File: src/rtl/vga_ram_arbiter_if.sv
// Bus bundle between the VGA fetch master, the CPU data bus and the shared RAM.
// VGA_ARB_PROTOCOL_CHECK_EN adds the sticky o_proto_err flag.
interface vga_ram_arbiter_if #(
    parameter int ADDR_WIDTH = 16,
    parameter int DATA_WIDTH = 8
);
    logic                  i_vga_access;
    logic                  i_vga_cs;
    logic [ADDR_WIDTH-1:0] i_vga_addr;
    logic [DATA_WIDTH-1:0] o_vga_dat;

    logic                  i_cpu_cs;
    logic                  i_cpu_we;
    logic [ADDR_WIDTH-1:0] i_cpu_addr;
    logic [DATA_WIDTH-1:0] i_cpu_dat;
    logic [DATA_WIDTH-1:0] o_cpu_dat;
    logic                  o_cpu_ack;

    logic                  o_ram_cs;
    logic                  o_ram_we;
    logic [ADDR_WIDTH-1:0] o_ram_addr;
    logic [DATA_WIDTH-1:0] o_ram_dat;
    logic [DATA_WIDTH-1:0] i_ram_dat;

`ifdef VGA_ARB_PROTOCOL_CHECK_EN
    logic                  o_proto_err;
`endif

    modport slave (
`ifdef VGA_ARB_PROTOCOL_CHECK_EN
        output o_proto_err,
`endif
        input  i_vga_access, i_vga_cs, i_vga_addr,
        output o_vga_dat,
        input  i_cpu_cs, i_cpu_we, i_cpu_addr, i_cpu_dat,
        output o_cpu_dat, o_cpu_ack,
        output o_ram_cs, o_ram_we, o_ram_addr, o_ram_dat,
        input  i_ram_dat
    );

    modport master (
`ifdef VGA_ARB_PROTOCOL_CHECK_EN
        input  o_proto_err,
`endif
        output i_vga_access, i_vga_cs, i_vga_addr,
        input  o_vga_dat,
        output i_cpu_cs, i_cpu_we, i_cpu_addr, i_cpu_dat,
        input  o_cpu_dat, o_cpu_ack,
        input  o_ram_cs, o_ram_we, o_ram_addr, o_ram_dat,
        output i_ram_dat
    );
endinterface

File: src/rtl/vga_ram_arbiter.sv
// Single-port RAM sharing: VGA fetches have absolute priority, CPU gets 1-cycle ack.
// Optional VGA_ARB_PROTOCOL_CHECK_EN: sticky o_proto_err on unannounced VGA access.
module vga_ram_arbiter #(
    parameter int ADDR_WIDTH = 16,
    parameter int DATA_WIDTH = 8
) (
    input logic               i_clk,
    input logic               i_reset_n,
    vga_ram_arbiter_if.slave  bus
);
    typedef enum logic {
        IDLE = 1'b0,
        RESP = 1'b1
    } state_t;

    state_t                state;
    state_t                state_nxt;
    logic                  cpu_issue;
    logic                  cpu_rd_q;
    logic                  vga_rd_q;
    logic                  ack;
    logic [DATA_WIDTH-1:0] cpu_dat_q;
    logic [DATA_WIDTH-1:0] vga_hold_q;

    // Blocked in the VGA notice cycle and every VGA cs cycle.
    assign cpu_issue = (state == IDLE) && bus.i_cpu_cs &&
                       !bus.i_vga_access && !bus.i_vga_cs;

    always_ff @(posedge i_clk or negedge i_reset_n) begin
        if (!i_reset_n) begin
            state <= IDLE;
        end else begin
            state <= state_nxt;
        end
    end

    always_comb begin
        state_nxt = state;
        unique case (state)
            IDLE: if (cpu_issue) state_nxt = RESP;
            RESP: state_nxt = IDLE;
            default: state_nxt = IDLE;
        endcase
    end

    always_comb begin
        ack = (state == RESP);
    end

    always_ff @(posedge i_clk or negedge i_reset_n) begin
        if (!i_reset_n) begin
            cpu_rd_q   <= 1'b0;
            cpu_dat_q  <= '0;
            vga_rd_q   <= 1'b0;
            vga_hold_q <= '0;
        end else begin
            if (cpu_issue) begin
                cpu_rd_q <= !bus.i_cpu_we;
            end
            if (ack && cpu_rd_q) begin
                cpu_dat_q <= bus.i_ram_dat;
            end
            vga_rd_q <= bus.i_vga_cs;
            if (vga_rd_q) begin
                vga_hold_q <= bus.i_ram_dat;
            end
        end
    end

    always_comb begin
        bus.o_ram_cs   = 1'b0;
        bus.o_ram_we   = 1'b0;
        bus.o_ram_addr = {ADDR_WIDTH{1'b0}};
        bus.o_ram_dat  = {DATA_WIDTH{1'b0}};
        if (bus.i_vga_cs) begin
            bus.o_ram_cs   = 1'b1;
            bus.o_ram_addr = bus.i_vga_addr;
        end else if (cpu_issue) begin
            bus.o_ram_cs   = 1'b1;
            bus.o_ram_we   = bus.i_cpu_we;
            bus.o_ram_addr = bus.i_cpu_addr;
            bus.o_ram_dat  = bus.i_cpu_dat;
        end
    end

    // Read data is live during RESP, then held; CPU reads never touch vga_hold_q.
    assign bus.o_cpu_ack = ack;
    assign bus.o_cpu_dat = (ack && cpu_rd_q) ? bus.i_ram_dat : cpu_dat_q;
    assign bus.o_vga_dat = vga_rd_q ? bus.i_ram_dat : vga_hold_q;

`ifdef VGA_ARB_PROTOCOL_CHECK_EN
    logic notice_q;
    logic proto_err_q;

    always_ff @(posedge i_clk or negedge i_reset_n) begin
        if (!i_reset_n) begin
            notice_q    <= 1'b0;
            proto_err_q <= 1'b0;
        end else begin
            notice_q <= bus.i_vga_access || bus.i_vga_cs;
            if (bus.i_vga_cs && (!notice_q || cpu_issue)) begin
                proto_err_q <= 1'b1;
            end
        end
    end

    assign bus.o_proto_err = proto_err_q;
`endif
endmodule
File: src/flat_wrapper.sv
// flat-port wrapper written by rule: the top's interface ports become plain ports
module vga_ram_arbiter_flat 
#(
    parameter int ADDR_WIDTH = 16,
    parameter int DATA_WIDTH = 8
)
  (i_clk, i_reset_n, bus_i_vga_access, bus_i_vga_cs, bus_i_vga_addr, bus_o_vga_dat, bus_i_cpu_cs, bus_i_cpu_we, bus_i_cpu_addr, bus_i_cpu_dat, bus_o_cpu_dat, bus_o_cpu_ack, bus_o_ram_cs, bus_o_ram_we, bus_o_ram_addr, bus_o_ram_dat, bus_i_ram_dat);
  vga_ram_arbiter_if #(.ADDR_WIDTH(ADDR_WIDTH), .DATA_WIDTH(DATA_WIDTH)) bus_i ();
  input logic i_clk;
  input logic i_reset_n;
  input wire logic [$bits(bus_i.i_vga_access)-1:0] bus_i_vga_access;
  input wire logic [$bits(bus_i.i_vga_cs)-1:0] bus_i_vga_cs;
  input wire logic [$bits(bus_i.i_vga_addr)-1:0] bus_i_vga_addr;
  output wire logic [$bits(bus_i.o_vga_dat)-1:0] bus_o_vga_dat;
  input wire logic [$bits(bus_i.i_cpu_cs)-1:0] bus_i_cpu_cs;
  input wire logic [$bits(bus_i.i_cpu_we)-1:0] bus_i_cpu_we;
  input wire logic [$bits(bus_i.i_cpu_addr)-1:0] bus_i_cpu_addr;
  input wire logic [$bits(bus_i.i_cpu_dat)-1:0] bus_i_cpu_dat;
  output wire logic [$bits(bus_i.o_cpu_dat)-1:0] bus_o_cpu_dat;
  output wire logic [$bits(bus_i.o_cpu_ack)-1:0] bus_o_cpu_ack;
  output wire logic [$bits(bus_i.o_ram_cs)-1:0] bus_o_ram_cs;
  output wire logic [$bits(bus_i.o_ram_we)-1:0] bus_o_ram_we;
  output wire logic [$bits(bus_i.o_ram_addr)-1:0] bus_o_ram_addr;
  output wire logic [$bits(bus_i.o_ram_dat)-1:0] bus_o_ram_dat;
  input wire logic [$bits(bus_i.i_ram_dat)-1:0] bus_i_ram_dat;
  assign bus_i.i_vga_access = bus_i_vga_access;
  assign bus_i.i_vga_cs = bus_i_vga_cs;
  assign bus_i.i_vga_addr = bus_i_vga_addr;
  assign bus_o_vga_dat = bus_i.o_vga_dat;
  assign bus_i.i_cpu_cs = bus_i_cpu_cs;
  assign bus_i.i_cpu_we = bus_i_cpu_we;
  assign bus_i.i_cpu_addr = bus_i_cpu_addr;
  assign bus_i.i_cpu_dat = bus_i_cpu_dat;
  assign bus_o_cpu_dat = bus_i.o_cpu_dat;
  assign bus_o_cpu_ack = bus_i.o_cpu_ack;
  assign bus_o_ram_cs = bus_i.o_ram_cs;
  assign bus_o_ram_we = bus_i.o_ram_we;
  assign bus_o_ram_addr = bus_i.o_ram_addr;
  assign bus_o_ram_dat = bus_i.o_ram_dat;
  assign bus_i.i_ram_dat = bus_i_ram_dat;
  vga_ram_arbiter #(.ADDR_WIDTH(ADDR_WIDTH), .DATA_WIDTH(DATA_WIDTH)) u_core (.i_clk(i_clk), .i_reset_n(i_reset_n), .bus(bus_i));
endmodule
File: config.mk
export PLATFORM = sky130hd
export DESIGN_NAME = vga_ram_arbiter_flat
export DESIGN_NICKNAME = d
export VERILOG_FILES = /design/src/rtl/vga_ram_arbiter_if.sv /design/src/rtl/vga_ram_arbiter.sv /design/src/flat_wrapper.sv
export SDC_FILE = /design/constraint.sdc
export NUM_CORES = 1
export LEC_CHECK = 0
export ABC_AREA = 1
export CORE_UTILIZATION = 34
export DETAILED_ROUTE_END_ITERATION = 8
export PLACE_DENSITY = 0.95
export REMOVE_ABC_BUFFERS = 1
export SYNTH_ARGS = -nofsm -noshare
export SYNTH_HDL_FRONTEND = slang
export SYNTH_SLANG_ARGS = --single-unit
File: constraint.sdc
create_clock -name i_clk -period 3.6 [get_ports i_clk]
set_input_delay 0.9 -clock i_clk [delete_from_list [all_inputs] [get_ports i_clk]]
set_output_delay 0.9 -clock i_clk [all_outputs]
set_load 0.02 [all_outputs]
==> impl_metrics.yaml, run 1 <==
outcome:
  status: "finished clean"
worst_setup_path:
  endpoint_kind: "output pin"
  cp_max_fo: 18
  reg2reg_slack_ns: 2.23
  max_stage_delay_ns: 0.60
  timing.rr.start: "u_core.bus.o_cpu_ack"
  crit_arrival_ns: 2.57
  r2r_cells: 2
  cp.required_ns: 2.70
  cp-startpoint: "bus_i_cpu_cs"
  slowest_stage: "clkdlybuf4s50_1"
  crit_path_frequent_cell: "clkdlybuf4s50_1"
  crit_path_start_kind: "input port"
  crit_type: "in -> out"
  cp_cell_sequence: "clkdlybuf4s50_1 -> inv_1 -> nor2_8 -> buf_4 -> nand4_1 -> nand2_1 -> clkdlybuf4s50_1"
  worstReg2RegEnd: "u_core.cpu_dat_q[5]"
  endpoint: "bus_o_ram_addr[2]"
timing:
  fmax_mhz: 288.0
  fin_crit_ns: 3.472
  fin_skew_ns: 0.009972
  setup_viol: 0
  slew_violations: 0
  rsz0062_at_grt: "false"
  fin_crit_sh: 0.9645
  hold_viol: 0
  worstMarginPinSlew_ns: 0.8019
  fin_ws_ns: 0.1279
  fin_setup_tns_ns: 0
  relSlewSlack: 0.4637
logic_synthesis:
  synth_area_per_cell_sq_um: 7.844
  ys_types: 18
  syn-cell-area_sq_um: 1106
  ys_warn_count: 0
  synthCells: 141
  ys_seq_area_frac: 0.4299
  ys_ff_latch: 19
final_layout:
  syn_to_final_growth_pct: 92.08
  drive_above_1_share: 0.1059
  fin_cells: 280
  fin_util: 0.6902
  antenna_cells: 0
  fin_nets: 291
power_and_ir_drop:
  irDropWorstVdd_uv: 142.0
  total_power_w: 0.0007447
  clkPwrFrac: 0.140
  pwr-share-seq: 0.375
  internal_power_w: 0.0004860
  swShare: 0.3473
  combPwrFrac: 0.485
  power.leakage_nw: 0.9741
  power_density_nw_per_um2: 350.5
  p_sw_w: 0.0002587
detailed_routing:
  wl_microns: 3226
  vias: 1286
  via_per_inst: 4.593
  drt_iter0_drc: 37
  wl_per_cell_microns: 11.52
  drc: 0
  ant_nets: 0
  firstDrtPassIters: 4
die:
  die_w_microns: 59.04
  dieHeight_microns: 59.04
  io_pins: 97
  die-area_sq_um: 3485
  start_util: 0.3593
  num_rows: 20
  core_area_sq_um: 3078
place:
  post-place-ws_ns: 0.08360
  port_buffers: 96
  dp_cells: 276
  dp_hpwl_microns: 2653
  gp_congestion: 0.7265
clocking:
  cts_num_sinks: 19
  cts_resized: 0
  post_cts_buffers: 0
  clkLatencyLatePin_ns: 0.29
  cts_buffers: 3
  clk_path_buf_depth: 2
  cts_tree: "done"
  clk_pin_slew_worst_paths_ns: 0.11
  cts_root_buf: "clkbuf_4"
  postCtsHoldBufs: 0
  htreeDepth: 1
grt:
  grt_usage: 0.1887
  antenna_found_initial: 0
  grt_pass1_vias: 1195
  grt_pass1_wl_microns: 5043
  grt_max_degree: 20
  overflow: 0
worst_hold_path:
  hp-class: "reg -> reg"
flow_run:
  cap_violations: 0
[worst max-delay path: cells and delay by family]
kind	cells	cell delay, ns
and+or+nand+nor	3	0.30
buffers and inverters	4	1.36
[state kept, by name (all words and copies together) (netlist names)]
name                  cells
u_core.bus.o_cpu_ack      1
u_core.cpu_dat_q          8
u_core.cpu_rd_q           1
u_core.vga_hold_q         8
u_core.vga_rd_q           1
[Yosys cell counts]
library cell  count  area [sq um]
nand3_1           5         25.02
nand4_1          17         106.4
nor2_4            1         11.26
nor2_8            1         20.02
a21oi_1           3         15.01
buf_4             2         15.01
mux2_2            5         56.30
buf_6             2         22.52
nand2_1          50         187.7
dfrtp_1          19         475.5
nor2_1            3         11.26
buf_2             5         25.02
inv_1            14         52.55
clkinv_1          1         3.750
inv_2             1         3.750
nand3_2           1         10.01
o21ai_0           3         15.01
nor2_2            8         50.05
[layout make-up]
class                   count  area, sq um
flip-flops and latches     19        475.5
repair buffers            100        991.0
clock buffers               3        22.52
inverters                  16        60.06
fillers                   245        953.4
well taps                  44        55.05
multi-input cells          97        515.5
clock inverters             1        5.005
[routing by layer]
| layer | part of all wire | wire length, microns | track usage |
|---|---|---|---|
| met1 | 0.41 | 1331 | 0.2139 |
| met2 | 0.50 | 1603 | 0.3523 |
| met3 | 0.079 | 256 | 0.03712 |
| met4 | 0.011 | 34 | 0.06122 |
| met5 | 0 | 0 | 0 |
[layout by cell type (no fill, tap or decap)]
master,instances
dfrtp_1,19
clkdlybuf4s50_1,96
nand2_1,50
nand4_1,17
clkbuf_4,3
nor2_1,3
nand3_1,5
nor2_4,1
inv_2,1
inv_1,14
nand3_4,1
mux2_2,5
o21ai_0,3
nor2_2,8
clkinv_1,1
buf_4,4
clkinv_2,1
nor2_8,1
a21oi_1,3
[cell families (layout without fill, tap and decap cells)]
family	after synthesis	in the layout	share of synthesized area
buf+inv	25	120	0.1108
mux	5	5	0.05090
compound gates	6	6	0.02714
flops	19	19	0.4299
simple gates	86	86	0.3812
[per-stage QoR]
step,hold WS [ns],area (sq um)
after global placement,0.4508,2090
after global routing,0.4871,2125
after detailed placement,0.4573,2090
final,0.4877,2125
after floorplan,0.5445,1044
after CTS,0.4815,2117
[worst min-delay path by stage]
stage	slack (ns)	from	end	depth (start not counted)
final	0.49	u_core.cpu_dat_q[3]	u_core.cpu_dat_q[3]	2
after global routing	0.49	u_core.cpu_dat_q[2]	u_core.cpu_dat_q[2]	2
after CTS	0.48	u_core.cpu_dat_q[2]	u_core.cpu_dat_q[2]	2
after detailed placement	0.46	u_core.cpu_dat_q[2]	u_core.cpu_dat_q[2]	2
after global placement	0.45	u_core.cpu_dat_q[2]	u_core.cpu_dat_q[2]	2
after floorplan	0.54	u_core.cpu_rd_q	u_core.cpu_rd_q	2
[power by group through the flow]
stage,sequential [W],clock (W),combinational [W]
floorplan,0.000279,0,0.000158
global placement,0.000282,0,0.000355
detailed placement,0.000283,0,0.000363
CTS,0.000279,0.000107,0.000363
global route,0.000284,0.000117,0.000387
finish,0.000279,0.000104,0.000362
(Power assumes the default switching activity.)
==> inputs of run 2 (changes only) <==
--- a/config.mk
+++ b/config.mk
@@ -5,10 +5,9 @@
 export SDC_FILE = /design/constraint.sdc
 export NUM_CORES = 1
 export LEC_CHECK = 0
-export ABC_AREA = 1
-export CORE_UTILIZATION = 34
+export CORE_UTILIZATION = 31
 export DETAILED_ROUTE_END_ITERATION = 8
-export PLACE_DENSITY = 0.95
+export PLACE_DENSITY = 0.93
 export REMOVE_ABC_BUFFERS = 1
 export SYNTH_ARGS = -nofsm -noshare
 export SYNTH_HDL_FRONTEND = slang
==> constraint.sdc (replaced) <==
create_clock -name i_clk -period 3.5 [get_ports i_clk]
set_input_delay 0.875 -clock i_clk [delete_from_list [all_inputs] [get_ports i_clk]]
set_output_delay 0.875 -clock i_clk [all_outputs]
set_load 0.02 [all_outputs]
==> impl_metrics.yaml, run 2 <==
detailed_routing:
  ant_nets: 0
  drt_iter0_drc: 35
  drc: 0
  wl_per_cell_microns: 13.90
  via_per_inst: 4.595
  firstDrtPassIters: 4
  wl_microns: 3225
  vias: 1066
die:
  dieHeight_microns: 60.57
  die-area_sq_um: 3669
  io_pins: 97
  core_area_sq_um: 3153
  die_w_microns: 60.57
  num_rows: 20
  start_util: 0.3373
worst_setup_path:
  cp_max_fo: 10
  worstReg2RegEnd: "u_core.cpu_rd_q"
  timing.rr.start: "u_core.bus.o_cpu_ack"
  crit_type: "in -> out"
  endpoint_kind: "output pin"
  cp.required_ns: 2.62
  reg2reg_slack_ns: 2.20
  r2r_cells: 4
  crit_arrival_ns: 2.58
  crit_path_start_kind: "input port"
timing:
  fmax_mhz: 289.6
  setup_viol: 0
  hold_viol: 0
  worstMarginPinSlew_ns: 0.8065
  fin_ws_ns: 0.04755
  fin_crit_ns: 3.452
  slew_violations: 0
  fin_crit_sh: 0.9864
  fin_skew_ns: 0.002031
  relSlewSlack: 0.4607
  fin_setup_tns_ns: 0
final_layout:
  multiInputGateArea_sq_um: 543.0
  fin_nets: 243
  syn_to_final_growth_pct: 102.4
  mostFrequentLayoutCell: "clkdlybuf4s50_1"
  fin_cells: 232
  fill_cells: 248
  layout_common_cells: "clkdlybuf4s50_1 (87), dfrtp_1 (19), mux2_2 (16), a22o_1 (16), nor2b_1 (15)"
  antenna_cells: 0
  final-seq-area_sq_um: 475.5
  fin_area_sq_um: 2152
  drive_above_1_share: 0.1543
  top_regs: "u_core.cpu_dat_q: 8 flops, u_core.vga_hold_q: 8 flops"
power_and_ir_drop:
  power.leakage_nw: 1.002
  power_density_nw_per_um2: 324.2
  irDropWorstVdd_uv: 276.9
logic_synthesis:
  synth_edf_count: 0
  synth_ff_type: "dfrtp_1"
  ys_seq_area_frac: 0.4471
  async_flop_share: 1.000
  synth-compound-area-share: 0.1318
  ys_warn_count: 0
  synth_area_per_cell_sq_um: 12.09
  synthSimpleGateAreaFrac: 0.2000
  synth_common_cells: "dfrtp_1 (19), a22o_1 (16), mux2_2 (16), nor2b_1 (15), and2_1 (9)"
  synth.most_common_cell: "dfrtp_1"
  yosysTopAreaCellShare: 0.4471
  synthCells: 88
  syn-cell-area_sq_um: 1064
  ys_types: 15
  yosys.area_share.adder: 0
  synth_area_leader_cell: "dfrtp_1"
  synth.area.mux_share: 0.1788
  ys_top_cells_by_area: "dfrtp_1 (45%), mux2_2 (17%), a22o_1 (13%)"
  synth_top_family_by_area: "simple AND/OR/NAND/NOR gates"
  ys_ff_latch: 19
  synth_xor_area_frac: 0
grt:
  grt_max_degree: 24
  antenna_found_initial: 0
  grt_pass1_wl_microns: 4388
  overflow: 0
  grt_usage: 0.1621
  grt_pass1_vias: 1025
place:
  port_buffers: 96
  dp_cells: 227
  post-place-ws_ns: -0.01131
  dp_hpwl_microns: 2553
  post_dp_cell_area_sq_um: 2088
  gp_congestion: 0.6469
clocking:
  clk_path_buf_depth: 2
  cts_tree: "done"
  cts_buffers: 3
  cts_num_sinks: 19
  htreeDepth: 1
  clk_pin_slew_worst_paths_ns: 0.10
  clkLatencyLatePin_ns: 0.29
  cts_root_buf: "clkbuf_4"
  postCtsHoldBufs: 0
flow_run:
  cap_violations: 0
worst_hold_path:
  min-delay-start: "u_core.cpu_dat_q[0]"
  hp-class: "reg -> reg"
  min_delay_path_depth: 1
  holdPathEnd: "u_core.cpu_dat_q[0]"
outcome:
  status: "finished clean"
run 2: cell types whose count changed after synthesis, moves of 11 or more:
cell	change
inv_1	-13
nand4_1	-17
nand2_1	-50
a22o_1	+16
mux2_2	+11
nor2b_1	+15
run 2: worst max-delay path: stages:
cell,delay [ns]
clkdlybuf4s50_1,0.50
nor4b_4,0.29
buf_4,0.19
and2_1,0.13
clkdlybuf4s50_1,0.60
run 2: final cells by class:
cell class | instances | share of cell area
clock buffers | 4 | 0.01221
inverters | 1 | 0.001744
multi-input cells | 62 | 0.2523
flip-flops and latches | 19 | 0.2209
well taps | 44 | 0.02558
repair buffers | 102 | 0.4872
run 2: repair_timing:
item | 4_1_cts | 5_1_grt
setup endpoints to repair | 9 | 10
pin swaps | 1 | 0
gates resized for setup | 0 | 11
hold endpoints to repair | 0 | 0
buffers inserted | 1 | 0
run 2: worst max path at each step:
| stage | cells after the start | end | startpoint |
|---|---|---|---|
| floorplan | 2 | bus_o_ram_addr[0] | bus_i_cpu_cs |
| global placement | 5 | bus_o_ram_addr[1] | bus_i_vga_cs |
| detailed placement | 4 | bus_o_ram_dat[0] | bus_i_vga_cs |
| CTS | 5 | bus_o_ram_addr[1] | bus_i_vga_cs |
| global route | 5 | bus_o_ram_dat[3] | bus_i_vga_access |
| finish | 5 | bus_o_ram_dat[3] | bus_i_vga_access |
run 2: where the power goes:
group          internal, W  switching [W]
clock network    0.0000443      0.0000615
registers         0.000256      0.0000136
logic             0.000186       0.000136
total             0.000486       0.000212
run 2: kinds of logic (layout without fill, tap and decap cells):
logic type      Yosys count  in the layout
compound gates           16             16
buf+inv                   7            107
flops                    19             19
mux                      17             17
simple gates             29             29
run 2: stage by stage:
step                      hold slack (ns)  utilization  total power (W)
after CTS                          0.5075       0.6730        0.0007022
after detailed placement           0.4844       0.6623        0.0005951
after floorplan                    0.5087            -        0.0004086
after global placement             0.4803       0.6623        0.0005852
final                              0.5074       0.6825        0.0006977
after global routing               0.5293       0.6825        0.0007345
run 2: routing by layer:
| metal | vias up | GRT usage | routed length, microns | part of all wire |
|---|---|---|---|---|
| met3 | 2 | 0.05757 | 374 | 0.12 |
| met4 | 0 | 0.04870 | 13 | 0.0040 |
| met5 | - | 0 | 0 | 0 |
| met2 | 58 | 0.3155 | 1737 | 0.54 |
| li1 | 511 | - | - | - |
| met1 | 495 | 0.1588 | 1099 | 0.34 |
==> inputs of run 3 (changes only) <==
--- a/config.mk
+++ b/config.mk
@@ -5,6 +5,7 @@
 export SDC_FILE = /design/constraint.sdc
 export NUM_CORES = 1
 export LEC_CHECK = 0
+export CORE_MARGIN = 8
 export CORE_UTILIZATION = 31
 export DETAILED_ROUTE_END_ITERATION = 8
 export PLACE_DENSITY = 0.93
==> impl_metrics.yaml, run 3 (same netlist as run 2, synthesis figures left out) <==
outcome:
  status: "finished clean"
final_layout:
  fill_cells: 283
  mostFrequentLayoutCell: "clkdlybuf4s50_1"
  fin_cells: 232
  multiInputGateArea_sq_um: 543.0
  drive_above_1_share: 0.1452
  top_regs: "u_core.cpu_dat_q: 8 flops, u_core.vga_hold_q: 8 flops"
  syn_to_final_growth_pct: 98.59
  fin_nets: 241
  antenna_cells: 0
  final-seq-area_sq_um: 475.5
  layout_common_cells: "clkdlybuf4s50_1 (86), dfrtp_1 (19), mux2_2 (16), a22o_1 (16), nor2b_1 (15)"
grt:
  grt_pass1_vias: 1185
  grt_pass1_wl_microns: 5816
  overflow: 0
  grt_max_degree: 23
  antenna_found_initial: 0
  grt_usage: 0.1364
worst_setup_path:
  crit_path_start_kind: "input port"
  cp_max_fo: 17
  slowest_stage: "clkdlybuf4s50_1"
  cp_cell_sequence: "clkdlybuf4s50_1 -> nor3b_4 -> buf_12 -> a22o_1 -> clkdlybuf4s50_1"
  reg2reg_slack_ns: 2.30
  crit_arrival_ns: 2.54
  cp.required_ns: 2.62
  endpoint: "bus_o_ram_addr[0]"
  cp-startpoint: "bus_i_vga_access"
  max_stage_delay_ns: 0.61
  endpoint_kind: "output pin"
  crit_type: "in -> out"
  timing.rr.start: "u_core.bus.o_cpu_ack"
  crit_path_frequent_cell: "clkdlybuf4s50_1"
  r2r_cells: 3
  worstReg2RegEnd: "u_core.cpu_rd_q"
timing:
  hold_viol: 0
  fmax_mhz: 292.7
  fin_crit_ns: 3.417
  fin_setup_tns_ns: 0
  fin_skew_ns: 0.006170
  slew_violations: 0
  relSlewSlack: 0.4618
  rsz0062_at_grt: "false"
  fin_crit_sh: 0.9763
  fin_ws_ns: 0.08311
  worstMarginPinSlew_ns: 0.8048
  setup_viol: 0
clocking:
  cts_tree: "done"
  clkLatencyLatePin_ns: 0.28
  cts_buffers: 3
  cts_num_sinks: 19
  htreeDepth: 1
  cts_root_buf: "clkbuf_4"
  postCtsHoldBufs: 0
  post_cts_buffers: 0
  clk_pin_slew_worst_paths_ns: 0.09
  clk_path_buf_depth: 2
power_and_ir_drop:
  swShare: 0.3034
  p_sw_w: 0.0002104
  irDropWorstVdd_uv: 280.0
  power.leakage_nw: 0.9197
  clkPwrFrac: 0.149
  pwr-share-seq: 0.387
  power_density_nw_per_um2: 328.4
  internal_power_w: 0.0004832
  combPwrFrac: 0.463
detailed_routing:
  ant_nets: 0
  wl_microns: 4079
  drt_iter0_drc: 28
  wl_per_cell_microns: 17.58
  firstDrtPassIters: 4
  vias: 1090
  drc: 0
  via_per_inst: 4.698
place:
  dp_cells: 228
  post-place-ws_ns: -0.02139
  dp_hpwl_microns: 3519
  gp_congestion: 0.8028
  port_buffers: 96
die:
  start_util: 0.3212
  core_area_sq_um: 3311
  num_rows: 21
  die-area_sq_um: 5561
  dieHeight_microns: 74.57
  io_pins: 97
  die_w_microns: 74.57
worst_hold_path:
  min_delay_path_depth: 1
  hp-class: "reg -> reg"
flow_run:
  cap_violations: 0
-- run 3: through the flow --
stage	cell area, sq um	total power, W	util	hold slack, ns
5_1_grt	2112	0.0007306	0.6379	0.5195
6_report	2112	0.0006936	0.6379	0.5049
3_5_place_dp	2083	0.0005997	0.6293	0.4831
4_1_cts	2101	0.0007047	0.6345	0.5072
3_3_place_gp	2083	0.0005880	0.6293	0.4768
2_1_floorplan	1022	0.0004086	-	0.5087
-- run 3: layer usage --
layer  global-route usage  part of all wire  vias up
met5                    0                 0        -
met4              0.02609                 0        0
met3              0.06199              0.14        0
met2               0.2517              0.49       70
met1               0.1368              0.37      514
li1                     -                 -      506
-- run 3: power groups by stage --
stage	Clock [W]	Combinational, W	Sequential (W)
floorplan	0	0.000140	0.000269
global placement	0	0.000317	0.000271
detailed placement	0	0.000326	0.000274
CTS	0.000110	0.000326	0.000269
global route	0.000118	0.000342	0.000271
finish	0.000104	0.000321	0.000269
-- run 3: timing repair --
item,4_1_cts,5_1_grt
endpoints found under the setup margin,7,8
endpoints found under the hold margin,0,0
resized for setup,7,4
-- run 3: final cells by class --
class                   instances  area share
multi-input cells              62      0.2571
repair buffers                100      0.4763
clock buffers                   4     0.01244
inverters                       1    0.001777
well taps                      46     0.02725
flip-flops and latches         19      0.2251
-- run 3: how the worst min path moves through the flow --
stage,startpoint,slack [ns],end
after global placement,u_core.cpu_dat_q[4],0.48,u_core.cpu_dat_q[4]
after global routing,u_core.cpu_dat_q[1],0.52,u_core.cpu_dat_q[1]
after floorplan,u_core.cpu_rd_q,0.51,u_core.cpu_rd_q
after detailed placement,u_core.cpu_dat_q[1],0.48,u_core.cpu_dat_q[1]
final,u_core.vga_hold_q[1],0.50,u_core.vga_hold_q[1]
after CTS,u_core.cpu_dat_q[1],0.51,u_core.cpu_dat_q[1]
-- run 3: critical path, delay by kind of cell --
kind                   cells  cell delay, ns
AND/OR/NAND/NOR            1            0.25
AO/OA/AOI/OAI              1            0.14
buffers and inverters      3            1.27
